$ cat src/rtl/toggle_wave_pkg.sv
// Shared types and helpers for the toggle waveform generator.
// The state encoding keeps the output level in bit 1 and the hold flag in bit 0.
package toggle_wave_pkg;

   typedef enum logic [1:0] {
      LOW_IDLE  = 2'b00,
      LOW_HOLD  = 2'b01,
      HIGH_IDLE = 2'b10,
      HIGH_HOLD = 2'b11
   } state_t;

   function automatic logic is_high(input state_t s);
      return (s == HIGH_IDLE) || (s == HIGH_HOLD);
   endfunction

   function automatic logic is_hold(input state_t s);
      return (s == LOW_HOLD) || (s == HIGH_HOLD);
   endfunction

   function automatic state_t opposite_hold(input state_t s);
      return is_high(s) ? LOW_HOLD : HIGH_HOLD;
   endfunction

   function automatic state_t same_idle(input state_t s);
      return is_high(s) ? HIGH_IDLE : LOW_IDLE;
   endfunction

endpackage

$ cat src/rtl/sat_updown_counter.sv
// Saturating up/down counter for queued toggle requests.
// An increment arriving while full is dropped unless a decrement frees a slot in the same cycle.
module sat_updown_counter #(
   parameter int WIDTH = 3,
   parameter int MAX   = 7
) (
   input  logic             clk,
   input  logic             rst_n,
   input  logic             inc,
   input  logic             dec,
   output logic [WIDTH-1:0] count,
   output logic             full,
   output logic             drop
);

   logic [WIDTH-1:0] count_q;
   logic [WIDTH-1:0] count_d;
   logic             inc_ok;

   assign full   = (count_q == WIDTH'(MAX));
   assign drop   = inc && full && !dec;
   assign inc_ok = inc && !drop;
   assign count  = count_q;

   // A simultaneous accepted increment and decrement cancel out.
   always_comb begin
      count_d = count_q;
      if (inc_ok && !dec) begin
         count_d = count_q + WIDTH'(1);
      end else if (!inc_ok && dec && (count_q != '0)) begin
         count_d = count_q - WIDTH'(1);
      end
   end

   always_ff @(posedge clk or negedge rst_n) begin
      if (!rst_n) begin
         count_q <= '0;
      end else begin
         count_q <= count_d;
      end
   end

endmodule

$ cat src/rtl/toggle_waveform_generator.sv
// Turns single-cycle toggle requests into a level waveform, one level change per accepted request,
// with every level held for at least MIN_HOLD cycles and early requests queued.
module toggle_waveform_generator
   import toggle_wave_pkg::*;
#(
   parameter int MIN_HOLD    = 4,
   parameter int MAX_PENDING = 7,
   localparam int PEND_W     = $clog2(MAX_PENDING + 1)
) (
   input  logic              clk_i,
   input  logic              rst_ni,
   input  logic              pulse_i,
   input  logic              enable_i,
   input  logic              clear_i,
   output logic              signal_o,
   output logic              edge_o,
   output logic              busy_o,
   output logic [PEND_W-1:0] pending_o,
   output logic              overflow_o
);

   localparam int HOLD_W = (MIN_HOLD > 1) ? $clog2(MIN_HOLD) : 1;
   localparam logic [HOLD_W-1:0] HOLD_LOAD = HOLD_W'(MIN_HOLD - 1);

   state_t              state_q;
   state_t              state_d;
   logic [HOLD_W-1:0]   hold_q;
   logic [HOLD_W-1:0]   hold_d;
   logic                edge_q;
   logic                overflow_q;
   logic [PEND_W-1:0]   pending_q;
   logic                pending_full;
   logic                pulse_drop;
   logic                pending_any;
   logic                req;
   logic                hold_done;
   logic                take;

   sat_updown_counter #(
      .WIDTH (PEND_W),
      .MAX   (MAX_PENDING)
   ) u_pending (
      .clk   (clk_i),
      .rst_n (rst_ni),
      .inc   (pulse_i),
      .dec   (take),
      .count (pending_q),
      .full  (pending_full),
      .drop  (pulse_drop)
   );

   assign pending_any = pending_full || (pending_q != '0);
   assign req         = pending_any || pulse_i;
   assign hold_done   = !is_hold(state_q) || (hold_q == '0);
   assign take        = enable_i && req && hold_done;

   always_ff @(posedge clk_i or negedge rst_ni) begin
      if (!rst_ni) begin
         state_q <= LOW_IDLE;
         hold_q  <= '0;
         edge_q  <= 1'b0;
      end else begin
         state_q <= state_d;
         hold_q  <= hold_d;
         edge_q  <= take;
      end
   end

   // A drop in the same cycle as a clear leaves the flag set.
   always_ff @(posedge clk_i or negedge rst_ni) begin
      if (!rst_ni) begin
         overflow_q <= 1'b0;
      end else if (pulse_drop) begin
         overflow_q <= 1'b1;
      end else if (clear_i) begin
         overflow_q <= 1'b0;
      end
   end

   // The hold countdown runs regardless of enable_i; only the next toggle waits for it.
   always_comb begin
      state_d = state_q;
      hold_d  = hold_q;
      if (take) begin
         state_d = opposite_hold(state_q);
         hold_d  = HOLD_LOAD;
      end else if (is_hold(state_q)) begin
         if (hold_q != '0) begin
            hold_d = hold_q - HOLD_W'(1);
         end else begin
            state_d = same_idle(state_q);
         end
      end
   end

   always_comb begin
      signal_o   = is_high(state_q);
      edge_o     = edge_q;
      busy_o     = is_hold(state_q) || pending_any;
      pending_o  = pending_q;
      overflow_o = overflow_q;
   end

endmodule

$ cat config.mk
export PLATFORM = sky130hd
export DESIGN_NAME = toggle_waveform_generator
export DESIGN_NICKNAME = d
export VERILOG_FILES = /design/src/rtl/toggle_wave_pkg.sv /design/src/rtl/sat_updown_counter.sv /design/src/rtl/toggle_waveform_generator.sv
export SDC_FILE = /design/constraint.sdc
export NUM_CORES = 1
export LEC_CHECK = 0
export BUFFER_PORTS_ARGS = -buffer_cell sky130_fd_sc_hd__buf_2
export CAP_MARGIN = 20
export CORE_MARGIN = 1
export CORE_UTILIZATION = 30
export DETAILED_ROUTE_END_ITERATION = 8
export SYNTH_ARGS = -nofsm -noshare
export SYNTH_HDL_FRONTEND = slang
export SYNTH_HIERARCHICAL = 1
export SYNTH_SLANG_ARGS = --single-unit
$ cat constraint.sdc
create_clock -name clk_i -period 10.29 [get_ports clk_i]
set_clock_uncertainty 0.2 [all_clocks]
set_input_delay 2.058 -clock clk_i [delete_from_list [all_inputs] [get_ports clk_i]]
set_output_delay 2.058 -clock clk_i [all_outputs]
set_load 0.05 [all_outputs]
==> results.cfg, run 1 <==
[outcome]
outcome = complete, no violations

[pwr]
power.density_mw_per_mm2 = 362
total_power_uw = 251
p_leak_nw = 0.332
ir_drop_v = 0.0000994

[cells_and_area]
fillers = 196
syn_to_final_growth_pct = 14.5
drive_above_1_share_pct = 34.2
multi_input_area_sq_um = 333
final_cells = 98
nNetsFinal = 81
num_antenna_cells = 0
ff_latch_area_sq_um = 225

[worst_hold_path]
hold_end = overflow_o$_DFFE_PN0P_
hp-class = reg2reg
holdPathStages = 1
holdCritStartpoint = overflow_o$_DFFE_PN0P_

[sta]
fin_crit_ns = 4.37
hold_violations = 0
clock.fmax_ghz = 0.229
whs_ns = 0.275
finalCritPeriodShare_pct = 42.4
rsz0062_at_grt = no
tightest_slew_ns = 0.417
setup_slack_ns = 5.92
drv_slew = 0
relSlewSlack_pct = 72.2
finalSetupViolations = 0
finalSetupTns_ns = 0

[synth]
ys_types = 38
synth.most_common_cell = dfrtp_1
synth_compound_area_share_pct = 19.4
synthSimpleGateAreaFrac_pct = 22.9
synthXorXnorAreaFrac_pct = 2.89
synthAdderAreaFrac_pct = 5.37
synth-seq-cells = 9
async_flop_share_pct = 100
synth-main-ff-cell = dfrtp_1
synth.area.mux_share_pct = 4.34
yosys_warnings = 6
synth_edf_count = 0
yosys-top-cells-area = dfrtp_1 37%, inv_1 3.7%, fa_1 3.3%, a211oi_1 2.5%, mux2_4 2.5%
synth_top_family_by_area = simple AND/OR/NAND/NOR gates
synth_top_area_cell = dfrtp_1
syn_inst = 62
syn_nets = 69
ys_seq_area_share_pct = 37.2
syn_avg_cell_area_sq_um = 9.77
syn-cell-area_sq_um = 606
synth.top_cells.by_count = 9 x dfrtp_1, 6 x inv_1, 4 x nor2_1
synth_top_area_share_pct = 37.2

[floorplan]
die_w_microns = 46.9
die_h_microns = 46.9
start_util_pct = 33.6
io_pins = 12
rows = 15
die_area_sq_mm = 0.00220
core_sq_mm = 0.00180

[global_route]
use_met2_pct = 18.9
grt-busiest-layer = met2
grt.met1_usage_pct = 14.2
grt_pass1_vias = 430
grt_max_degree = 16
overflow = 0
grt_usage_pct = 11.8
grtUsageMet3_pct = 3.46
antenna_found_initial = 0
grt_pass1_wl_mm = 1.75

[clock_network]
htreeDepth = 1
cts_buffer_depth = 2
path_clk_slew_ns = 0.06
numCtsBuffers = 3
insertion_delay_ns = 0.25
clockRootBuffer = clkbuf_4
cts_tree = done
post-cts-setup-buffers = 0
hold_buffers = 0
clock-sinks = 9
post_cts_resized = 0

[drt]
wl_per_cell_microns = 11.4
antenna_left = 0
drc = 0
viasPerCell = 4.84
via_count = 474
wirelength_mm = 1.12
first_pass_iters = 2
drt_iter0_drc = 10

[worst_setup_path]
reg2reg_depth = 9
required_ns = 10.21
crit_path_max_fanout = 15
critPathCaptureType = flip-flop
crit_type = in2reg
r2r-end = u_pending/count[1]$_DFFE_PN0P_
arrival_ns = 4.29
ff2ff_setup_slack_ns = 6.65
r2r_start = u_pending/count[0]$_DFFE_PN0P_
critPathLaunchType = primary input

[flow_run]
cap_violations = 0

[placed_design]
dp.cells = 94
pre_cts_slack_ns = 5.64
gp_congestion = 0.718
hpwl_microns = 799
io_buffers = 11
[sequential cells by signal (all words and copies together), names as in the netlist]
register         flops
edge_o               1
state_q              2
u_pending/count      3
hold_q               2
overflow_o           1
[final cells by class]
cell class              instances  share of cell area [%]
inverters                       6                    3.25
repair buffers                 11                    7.94
clock buffers                   4                    3.79
well taps                      25                    4.51
multi-input cells              43                    48.0
flip-flops and latches          9                    32.5
[metal layers]
layer	vias to the layer above	routed length, microns
li1	241	-
met1	225	546
met2	8	512
met3	0	59
met4	0	0
met5	-	0
[critical path: stages]
cell,delay (ns)
buf_2,0.19
o211ai_2,0.22
inv_1,0.23
or3_1,0.42
fa_1,0.50
or3b_2,0.46
a21oi_1,0.15
a211oi_1,0.06
[layout by cell type, fill, tap and decap left out, drive strengths merged, types with 2 or more instances in the layout]
| master | instances |
|---|---|
| a211oi | 3 |
| a21oi | 2 |
| buf | 11 |
| clkbuf | 4 |
| dfrtp | 9 |
| inv | 6 |
| mux2 | 2 |
| nand2 | 3 |
| nor2 | 5 |
| nor3b | 2 |
| o211ai | 2 |
| or2 | 2 |
| or3 | 2 |
[stage by stage]
| stage | cell area [sq um] | utilization, % |
|---|---|---|
| 2_1_floorplan | 606 | - |
| 3_3_place_gp | 667 | 37.0 |
| 3_5_place_dp | 667 | 37.0 |
| 4_1_cts | 693 | 38.5 |
| 5_1_grt | 693 | 38.5 |
| 6_report | 693 | 38.5 |
[worst max-delay path by stage]
stage,startpoint,endpoint,slack (ns)
2_1_floorplan,pulse_i,u_pending/count[1]$_DFFE_PN0P_,6.01
3_3_place_gp,pulse_i,u_pending/count[1]$_DFFE_PN0P_,5.67
3_5_place_dp,pulse_i,u_pending/count[1]$_DFFE_PN0P_,5.64
4_1_cts,pulse_i,u_pending/count[1]$_DFFE_PN0P_,5.92
5_1_grt,pulse_i,u_pending/count[1]$_DFFE_PN0P_,5.74
6_report,pulse_i,u_pending/count[1]$_DFFE_PN0P_,5.92
[report_power, final]
group / switching, mW / internal (mW) / leakage (nW)
clock network: 0.0113 / 0.0149 / 0.0150
logic: 0.0896 / 0.0607 / 0.209
registers: 0.0223 / 0.0519 / 0.107
[kinds of logic (layout without fill, tap and decap cells)]
group / after synthesis / count (layout)
simple gates: 22 / 22
compound gates: 15 / 15
buf+inv: 10 / 21
flops: 9 / 9
fa+ha+maj: 2 / 2
xor+xnor: 2 / 2
mux: 2 / 2
(Power assumes the default switching activity.)
==> run 2: changes to the inputs <==
==> constraint.sdc (replaced) <==
create_clock -name clk_i -period 4.5 [get_ports clk_i]
set_clock_uncertainty 0.2 [all_clocks]
set_input_delay 0.9 -clock clk_i [delete_from_list [all_inputs] [get_ports clk_i]]
set_output_delay 0.9 -clock clk_i [all_outputs]
set_load 0.05 [all_outputs]
==> results.cfg, run 2 (synthesized netlist as in run 1, its figures left out) <==
[clock_network]
path_clk_slew_ns = 0.06
post-cts-setup-buffers = 0
post_cts_resized = 0
numCtsBuffers = 3
htreeDepth = 1
insertion_delay_ns = 0.26
cts_buffer_depth = 2
clock-sinks = 9
hold_buffers = 0
clockRootBuffer = clkbuf_4
cts_tree = done

[worst_setup_path]
r2r-end = u_pending/count[1]$_DFFE_PN0P_
required_ns = 4.43
r2r_start = u_pending/count[0]$_DFFE_PN0P_
crit_path_max_incr_delay_ns = 0.52
timing.critical_path.cells = and3_1 -> or4_4 -> o211ai_2 -> inv_1 -> or3_1 -> fa_1 -> or3b_2 -> a21oi_1 -> a211oi_1
ff2ff_setup_slack_ns = 0.85
crit_type = reg2reg
arrival_ns = 3.58
crit_slowest_cell = dfrtp_1
critPathCaptureType = flip-flop
crit_path_max_fanout = 15
reg2reg_depth = 9
critPathLaunchType = flip-flop

[cells_and_area]
num_antenna_cells = 0
final_common_cell = buf_2
fin_util_pct = 38.5
largest_reg_flops = 3
drive_above_1_share_pct = 34.2
final_cells = 98
final_cell_mix = 11 x buf_2, 9 x dfrtp_1, 6 x inv_1
final_area_sq_um = 693
nNetsFinal = 81
syn_to_final_growth_pct = 14.5

[sta]
drv_slew = 0
whs_ns = 0.279
fin_crit_ns = 3.65
finalCritPeriodShare_pct = 81.1
setup_slack_ns = 0.850
hold_violations = 0
finalSetupViolations = 0
finalSetupTns_ns = 0
rsz0062_at_grt = no
clock.fmax_ghz = 0.274
relSlewSlack_pct = 72.2
tightest_slew_ns = 0.417

[drt]
via_count = 479
wl_per_cell_microns = 11.3
antenna_left = 0
viasPerCell = 4.89
wirelength_mm = 1.10
first_pass_iters = 4
drc = 0
drt_iter0_drc = 7

[placed_design]
pre_cts_slack_ns = 0.858
gp_congestion = 0.701
hpwl_microns = 802
postPlaceCellArea_sq_um = 667
io_buffers = 11
dp.cells = 94

[global_route]
grt_max_degree = 16
antenna_found_initial = 0
grt_usage_pct = 12.5
grt_pass1_vias = 448
grt_pass1_wl_mm = 1.86
overflow = 0

[floorplan]
die_h_microns = 46.9
io_pins = 12
die_w_microns = 46.9
die_area_sq_mm = 0.00220
rows = 15
start_util_pct = 33.6
core_sq_mm = 0.00180

[pwr]
netSwitchingPower_uw = 285
clkPwrFrac_pct = 10.9
swShare_pct = 49.5
p_leak_nw = 0.332
power_frac_seq_pct = 29.4
ir_drop_v = 0.000273
internal_power_uw = 291
power.density_mw_per_mm2 = 831
total_power_uw = 576
p_comb_share_pct = 59.7

[outcome]
outcome = complete, no violations

[flow_run]
cap_violations = 0

[worst_hold_path]
hp-class = in2async
## run 2: cell counts in the layout (fill, tap and decap cells not counted)
Identical to the previous run, type by type.
## run 2: how the worst max path moves through the flow
stage	startpoint	end	slack (ns)
after detailed placement	u_pending/count[0]$_DFFE_PN0P_	u_pending/count[1]$_DFFE_PN0P_	0.86
after global placement	u_pending/count[0]$_DFFE_PN0P_	u_pending/count[1]$_DFFE_PN0P_	0.93
after floorplan	u_pending/count[0]$_DFFE_PN0P_	u_pending/count[1]$_DFFE_PN0P_	0.77
after global routing	u_pending/count[0]$_DFFE_PN0P_	u_pending/count[1]$_DFFE_PN0P_	0.65
after CTS	u_pending/count[0]$_DFFE_PN0P_	u_pending/count[1]$_DFFE_PN0P_	0.84
final	u_pending/count[0]$_DFFE_PN0P_	u_pending/count[1]$_DFFE_PN0P_	0.85
## run 2: routing by layer
metal	vias to the layer above	track usage, %	routed length [microns]
met1	227	14.8	515
met4	0	6.86	7
met5	-	0	0
li1	240	-	-
met3	2	4.62	57
met2	10	19.7	522
## run 2: cell type report
cell class,instances,area [sq um]
fillers,203,1110
flip-flops and latches,9,225
multi-input cells,43,333
repair buffers,11,55.1
inverters,6,22.5
well taps,25,31.3
clock buffers,4,26.3
## run 2: worst max-delay path: cells and delay by family (launching register included)
kind / cells / cell delay [ns]
DFF: 1 / 0.52
adders and majority gates: 1 / 0.50
AOI/OAI and AO/OA: 3 / 0.42
buffers and inverters: 1 / 0.23
and+or+nand+nor: 4 / 1.65
## run 2: power groups by stage
| stage | sequential [mW] | combinational (mW) | clock (mW) |
|---|---|---|---|
| floorplan | 0.217 | 0.242 | 0 |
| global placement | 0.171 | 0.337 | 0 |
| detailed placement | 0.171 | 0.344 | 0 |
| CTS | 0.170 | 0.345 | 0.0656 |
| global route | 0.177 | 0.377 | 0.0693 |
| finish | 0.169 | 0.344 | 0.0626 |
==> run 3: changes to the inputs <==
==> constraint.sdc (replaced) <==
create_clock -name clk_i -period 3.25 [get_ports clk_i]
set_clock_uncertainty 0.2 [all_clocks]
set_input_delay 0.65 -clock clk_i [delete_from_list [all_inputs] [get_ports clk_i]]
set_output_delay 0.65 -clock clk_i [all_outputs]
set_load 0.05 [all_outputs]
==> results.cfg, run 3 (synthesized netlist as in run 1, its figures left out) <==
[drt]
drc = 0
via_count = 479
first_pass_iters = 4
viasPerCell = 4.70
drt_iter0_drc = 3
antenna_left = 0
wirelength_mm = 1.16
wl_per_cell_microns = 11.4

[cells_and_area]
drive_above_1_share_pct = 48.1
final_cell_mix = 11 x buf_2, 6 x dfrtp_1, 5 x inv_1
largest_reg_flops = 3
nNetsFinal = 85
fin_util_pct = 41.4
final_common_cell = buf_2
syn_to_final_growth_pct = 23.1
num_antenna_cells = 0

[worst_setup_path]
critPathCaptureType = flip-flop
critPathLaunchType = flip-flop
required_ns = 3.18
timing.critical_path.cells = and3_4 -> or4_4 -> o211ai_2 -> inv_2 -> or3_4 -> fa_2 -> or3b_4 -> a21oi_2 -> a211oi_1
arrival_ns = 3.02
crit_path_max_fanout = 5
crit_path_max_incr_delay_ns = 0.51
crit_slowest_cell = fa_2
crit_type = reg2reg

[clock_network]
clock-sinks = 9
cts_tree = done
clockRootBuffer = clkbuf_4
post_cts_resized = 0
insertion_delay_ns = 0.26
htreeDepth = 1
cts_buffer_depth = 2
path_clk_slew_ns = 0.06
post-cts-setup-buffers = 0
hold_buffers = 0
numCtsBuffers = 3

[flow_run]
cap_violations = 0

[global_route]
antenna_found_initial = 0
grt_pass1_wl_mm = 2.01
grt_usage_pct = 13.4
overflow = 0
grt_pass1_vias = 468
grt_max_degree = 15

[pwr]
power.density_mw_per_mm2 = 1150
ir_drop_v = 0.000557
p_leak_nw = 0.344

[floorplan]
die_w_microns = 46.9
rows = 15
die_h_microns = 46.9
core_sq_mm = 0.00180
io_pins = 12
start_util_pct = 33.6
die_area_sq_mm = 0.00220

[sta]
setup_slack_ns = 0.160
drv_slew = 0
finalCritPeriodShare_pct = 95.1
finalSetupTns_ns = 0
hold_violations = 0
whs_ns = 0.0343
finalSetupViolations = 0
rsz0062_at_grt = no
fin_crit_ns = 3.09
clock.fmax_ghz = 0.324
tightest_slew_ns = 0.273
relSlewSlack_pct = 81.8

[worst_hold_path]
hp-class = in2async

[outcome]
outcome = complete, no violations

[placed_design]
pre_cts_slack_ns = 0.157
io_buffers = 11
gp_congestion = 0.759
hpwl_microns = 852
==> run 3: report_power, final <==
part           switching (mW)  internal, mW  total [mW]
registers              0.0336         0.168       0.202
clock network          0.0384        0.0472      0.0856
logic                   0.334         0.239       0.573
total                   0.406         0.455       0.861
==> run 3: path summary, 6_finish.rpt <==
kind | from | end | slack [ns] | cells past startpoint
max | u_pending/count[1]$_DFFE_PN0P_ | u_pending/count[1]$_DFFE_PN0P_ | 0.16 | 9
min | rst_ni | state_q[0]$_DFFE_PN0P_ | 0.03 | 1
max reg2reg | u_pending/count[1]$_DFFE_PN0P_ | u_pending/count[1]$_DFFE_PN0P_ | 0.16 | 9
min reg2reg | state_q[1]$_DFFE_PN0P_ | state_q[1]$_DFFE_PN0P_ | 0.27 | 1
max in group asynchronous | rst_ni | u_pending/count[2]$_DFFE_PN0P_ | 2.61 | 1
min in group clk_i | state_q[1]$_DFFE_PN0P_ | state_q[1]$_DFFE_PN0P_ | 0.27 | 1
==> run 3: critical path, delay by kind of cell, from the launching register on <==
kind / cells / cell delay [ns]
and+or+nand+nor: 4 / 1.38
adders and majority gates: 1 / 0.51
DFF: 1 / 0.43
AOI/OAI and AO/OA: 3 / 0.40
buffers and inverters: 1 / 0.06
==> run 3: routing by layer <==
layer / vias to the layer above / GRT usage, % / share of wire, %
met1: 219 / 18.0 / 53
met4: 0 / 8.57 / 1.5
li1: 248 / - / -
met2: 10 / 19.2 / 42
met5: - / 0 / 0
met3: 2 / 3.46 / 3.9
==> run 3: final cells by class <==
cell class | instances | area (sq um)
Clock buffer | 4 | 26.3
Fill cell | 195 | 1060
Inverter | 6 | 22.5
Multi-Input combinational cell | 43 | 352
Sequential cell | 9 | 229
Tap cell | 25 | 31.3
Timing Repair Buffer | 15 | 85.1
==> run 3: through the flow <==
step	instance area (sq um)	instances	power, mW
3_5_place_dp	719	98	0.777
2_1_floorplan	634	62	0.674
6_report	746	102	0.861
3_3_place_gp	719	98	0.770
4_1_cts	746	102	0.867
5_1_grt	746	102	0.928
